File: src/rtl/sat_sched_pkg.sv
// Shared types for the BCP scheduling blocks: sequencer states, default widths
// and the packed layout of a var-start-end RAM entry.
package sat_sched_pkg;

  localparam int SEQ_VAR_W  = 8;
  localparam int SEQ_CIDX_W = 13;

  typedef logic [SEQ_CIDX_W-1:0] cidx_t;

  typedef struct packed {
    cidx_t end_idx;
    cidx_t start_idx;
  } vse_entry_t;

  typedef enum logic [2:0] {
    IDLE,
    VSE_RD,
    VSE_CAP,
    ISSUE,
    DRAIN,
    DONE
  } seq_state_t;

endpackage

File: src/rtl/bcp_drain_timer.sv
// Down-counter that spans the evaluation pipeline drain after the last issue.
// load presets DRAIN_CYC; expire is high in the final drain cycle.
module bcp_drain_timer #(
  parameter int DRAIN_CYC = 3
) (
  input  logic clock,
  input  logic reset,
  input  logic load,
  input  logic count,
  output logic expire
);

  localparam int CNT_W = $clog2(DRAIN_CYC + 1);

  logic [CNT_W-1:0] cnt_reg;

  always_ff @(posedge clock) begin
    if (reset) begin
      cnt_reg <= '0;
    end else if (load) begin
      cnt_reg <= CNT_W'(DRAIN_CYC);
    end else if (count && (cnt_reg != '0)) begin
      cnt_reg <= cnt_reg - 1'b1;
    end
  end

  assign expire = (cnt_reg == CNT_W'(1));

endmodule

File: src/rtl/bcp_clause_sequencer.sv
// Walks one variable's clause-table range and issues a clause per cycle to eval_prep.
// Define BCP_SEQ_PERF_EN to add saturating perf_issued/perf_stall counters.
module bcp_clause_sequencer
  import sat_sched_pkg::*;
#(
  parameter int VAR_W     = SEQ_VAR_W,
  parameter int CIDX_W    = SEQ_CIDX_W,
  parameter int DRAIN_CYC = 3
) (
  input  logic                clock,
  input  logic                reset,
  input  logic                start,
  input  logic [VAR_W-1:0]    var_idx,
  output logic [VAR_W-1:0]    vse_addr,
  input  logic [2*CIDX_W-1:0] vse_q,
  output logic [CIDX_W-1:0]   ct_addr,
  output logic                issue_en,
  input  logic                stall,
  input  logic                conflict,
  output logic                busy,
  output logic                done,
  output logic                aborted
`ifdef BCP_SEQ_PERF_EN
  ,
  output logic [31:0]         perf_issued,
  output logic [31:0]         perf_stall
`endif
);

  seq_state_t        state_reg, state_next;
  logic [CIDX_W-1:0] cur_reg, cur_next;
  logic [CIDX_W-1:0] last_reg, last_next;
  logic              abort_reg, abort_next;
  logic [VAR_W-1:0]  vse_addr_reg, vse_addr_next;
  logic              drain_load, drain_expire;
  logic [CIDX_W-1:0] q_start, q_end;

  assign q_start = vse_q[CIDX_W-1:0];
  assign q_end   = vse_q[2*CIDX_W-1:CIDX_W];

  always_ff @(posedge clock) begin
    if (reset) begin
      state_reg    <= IDLE;
      cur_reg      <= '0;
      last_reg     <= '0;
      abort_reg    <= 1'b0;
      vse_addr_reg <= '0;
    end else begin
      state_reg    <= state_next;
      cur_reg      <= cur_next;
      last_reg     <= last_next;
      abort_reg    <= abort_next;
      vse_addr_reg <= vse_addr_next;
    end
  end

  always_comb begin
    state_next    = state_reg;
    cur_next      = cur_reg;
    last_next     = last_reg;
    abort_next    = abort_reg;
    vse_addr_next = vse_addr_reg;
    drain_load    = 1'b0;
    issue_en      = 1'b0;
    case (state_reg)
      IDLE: begin
        if (start) begin
          vse_addr_next = var_idx;
          state_next    = VSE_RD;
        end
      end
      VSE_RD: begin
        if (conflict) begin
          abort_next = 1'b1;
          state_next = DONE;
        end else begin
          state_next = VSE_CAP;
        end
      end
      VSE_CAP: begin
        if (conflict) begin
          abort_next = 1'b1;
          state_next = DONE;
        end else begin
          cur_next   = q_start;
          last_next  = q_end;
          state_next = (q_start > q_end) ? DONE : ISSUE;
        end
      end
      ISSUE: begin
        // Conflict suppresses the issue in the same cycle; stall only holds.
        if (conflict) begin
          abort_next = 1'b1;
          drain_load = 1'b1;
          state_next = DRAIN;
        end else if (!stall) begin
          issue_en = 1'b1;
          if (cur_reg == last_reg) begin
            drain_load = 1'b1;
            state_next = DRAIN;
          end else begin
            cur_next = cur_reg + 1'b1;
          end
        end
      end
      DRAIN: begin
        if (conflict) begin
          abort_next = 1'b1;
        end
        if (drain_expire) begin
          state_next = DONE;
        end
      end
      DONE: begin
        abort_next = 1'b0;
        state_next = IDLE;
      end
      default: begin
        state_next = IDLE;
      end
    endcase
  end

  bcp_drain_timer #(
    .DRAIN_CYC(DRAIN_CYC)
  ) u_drain_timer (
    .clock (clock),
    .reset (reset),
    .load  (drain_load),
    .count (state_reg == DRAIN),
    .expire(drain_expire)
  );

  assign vse_addr = vse_addr_reg;
  assign ct_addr  = cur_reg;
  assign busy     = (state_reg != IDLE);
  assign done     = (state_reg == DONE);
  assign aborted  = (state_reg == DONE) && abort_reg;

`ifdef BCP_SEQ_PERF_EN
  logic [31:0] perf_issued_reg;
  logic [31:0] perf_stall_reg;

  always_ff @(posedge clock) begin
    if (reset) begin
      perf_issued_reg <= '0;
      perf_stall_reg  <= '0;
    end else begin
      if (issue_en && (perf_issued_reg != '1)) begin
        perf_issued_reg <= perf_issued_reg + 1'b1;
      end
      if ((state_reg == ISSUE) && stall && (perf_stall_reg != '1)) begin
        perf_stall_reg <= perf_stall_reg + 1'b1;
      end
    end
  end

  assign perf_issued = perf_issued_reg;
  assign perf_stall  = perf_stall_reg;
`endif

endmodule
File: config.mk
export PLATFORM = sky130hd
export DESIGN_NAME = bcp_clause_sequencer
export DESIGN_NICKNAME = d
export VERILOG_FILES = /design/src/rtl/sat_sched_pkg.sv /design/src/rtl/bcp_drain_timer.sv /design/src/rtl/bcp_clause_sequencer.sv
export SDC_FILE = /design/constraint.sdc
export NUM_CORES = 1
export LEC_CHECK = 0
export ABC_CLOCK_PERIOD_IN_PS = 2300
export CAP_MARGIN = 40
export CORE_MARGIN = 5
export CORE_UTILIZATION = 30
export CTS_BUF_LIST = sky130_fd_sc_hd__clkbuf_16
export CTS_CLUSTER_DIAMETER = 60
export DETAILED_ROUTE_END_ITERATION = 12
export PLACE_DENSITY = 0.57
export SLEW_MARGIN = 20
export SYNTH_ARGS = -nofsm -noshare
export SYNTH_HDL_FRONTEND = slang
export SYNTH_SLANG_ARGS = --single-unit
File: constraint.sdc
create_clock -name clock -period 2.3 [get_ports clock]
set_input_delay 0.46 -clock clock [delete_from_list [all_inputs] [get_ports clock]]
set_output_delay 0.46 -clock clock [all_outputs]
set_load 0.01 [all_outputs]
==> run metrics <==
peak supply drop=0.000323 V; worst path required time=~1800 ps; Synth Register Bits=40; share of post-route cells with drive strength above 1=13.0%; GRT Total Usage=~14%; # port buffers=63; DP Area=3460 sq um; top cells by count, synth=68 x nand2_1, 41 x a21oi_1, 40 x dfxtp_1; Compound-Gate Fraction of Synth Area=around 25%; remaining antenna violation count=0; Final Worst Setup Slack=114 ps; Tot Pwr=roughly 1.8 mW; residual DRC count=0; R2R setup slack=approximately 340 ps; Fin. Hold Viols=0; Nets=about 460; crit path launch type=input port; GR Overflow Total=0; Multi-input gate area=about 1600 sq um; adder and majority gate portion of the synthesized area=7.63%; CP max FO=2; Ports=64; synth top area cells=dfxtp_1 31%, nand2_1 9.7%, a21oi_1 7.8%, ha_1 7.6%, xnor2_2 4.3%; Max Clk Rate=0.457 GHz; DP Wirelength=approximately 6000 um; Static Leak=1.39 nW; Synth top area share=a little under a third; Crit. End Element=primary output; Yosys cell types=54; Power Density=501 nW/um^2; status=finished, final reports clean; fin cells=roughly 520; Max Cap Violations=0; # placed instances=between 500 and 600; pin count of the biggest net entering global routing=31; CTS root buffer=clkbuf_16; worst min path class=reg -> reg; Synth area leader=dfxtp_1; Row Count=34; initial drt markers=between 150 and 200; setup tns final=0 ps; Sinks on Clock Net=40; antenna cells=0; GP Congestion=0.829; vias in the first global route=about 2600; Fill cells=906; Tmin final=2190 ps; initial antenna violation count=0; first-pass GRT wire length=approximately 13000 um; Avg Inst Size Synth=between 7 and 8 sq um; largest family of logic cells by synthesized area=compound AO/OA/AOI/OAI gates; TritonCTS Buffers=5; YS warnings=0; initial core utilization=roughly 30%; Post-Syn Nets=385; Via density=~5.1; register area=between 800 and 900 sq um; setup repair after global routing missed its margin=no; post-CTS setup buffers=0; Async SR Flop Fraction=0%; FF-to-FF path depth=5; Synth Flop Type=dfxtp_1; worst skew pair latency=~280 ps; Tcrit/Tclk final=a little over nine tenths; Slew @ Worst Pin=about 650 ps; post-route cell area=around 3600 sq um; max-slew violation count=0; post_cts resized=0; Syn Inst Count=between 300 and 400; routed via count=about 2600; area share of and/or/nand/nor cells after synthesis=a little under a quarter; core area=~8600 sq um; # setup viols final=0; drt total wl=7750 um; register area share after synthesis=just over 30%; Cell Area, Synth=approximately 2600 sq um; H-tree levels=2; Hold Path Cell Cnt=2; Die Span Y=approximately 100 um; Clock Pin Slew Worst Setup and Hold Paths=approximately 50 ps; DR pass1 iterations=4; DP Worst Slack=-119 ps; die width=104 um; clock buffer depth=2; Routed WL per cell=15.0 um; mux cell area share after synthesis=0%; most frequent cell after synthesis=nand2_1; number of synthesized flops with an enable pin=0; Worst EP arrival=approximately 1700 ps; Die ar.=between 10000 and 15000 sq um; critical path class=in -> out; CTS tree=built; P&R area growth vs syn=37.0%; Final Skew=~3.4 ps; XOR/XNOR share of the synthesized area=6.67%; Max transition margin=56.4%; CTS Hold Bufs=0
cell usage in the layout, fill, tap and decap left out, drive strengths merged, types with 8 or more instances in the layout:
cell,instances
nand2,69
clkdlybuf4s50,63
a21oi,42
dfxtp,40
buf,27
inv,19
nor2,16
ha,16
xnor2,14
nor3,11
nand3,8
stage by stage:
step	util (%)	hold slack, ps
floorplan	-	449
CTS	41.6	459
global placement	40.1	445
finish	41.7	454
global route	41.7	476
detailed placement	40.1	449
cells by family (layout without fill, tap and decap cells):
logic type               count (synthesis)  count (layout)
flip-flops                              40              40
XOR/XNOR                                14              14
AO/OA/AOI/OAI                           94              94
adder cells (fa/ha/maj)                 16              16
buffers and inverters                   39             116
AND/OR/NAND/NOR                        127             127
report_power, final:
group	switching (mW)	internal (mW)	total, mW
clock	0.267	0.390	0.657
combinational	0.197	0.205	0.402
sequential	0.0230	0.720	0.743
routing by layer:
layer  global-route usage, %  vias to the layer above  wire (um)
met5                       0                        -          0
met4                    4.69                        0         78
met2                    21.9                       77       3500
met3                    2.61                        6        414
li1                        -                     1329          -
met1                    20.6                     1217       3760
worst paths after layout:
check | from | end
min reg2reg | vse_addr[6] | vse_addr[6]
max reg2reg | ct_addr[8] | ct_addr[10]
max | stall | issue_en
min | vse_addr[6] | vse_addr[6]
critical path, stage by stage:
cell             delay [ps]
clkdlybuf4s50_1         480
nor3_1                  210
clkdlybuf4s50_1         570
cell type report:
| class | count | share of cell area [%] |
|---|---|---|
| multi-input combinational | 251 | 45.1 |
| timing repair buffer | 90 | 23.2 |
| sequential | 40 | 22.3 |
| tap | 108 | 3.76 |
| clock buffer | 5 | 3.48 |
| inverter | 19 | 1.98 |
| clock inverter | 2 | 0.243 |
Power figures use the tool's default switching activity.
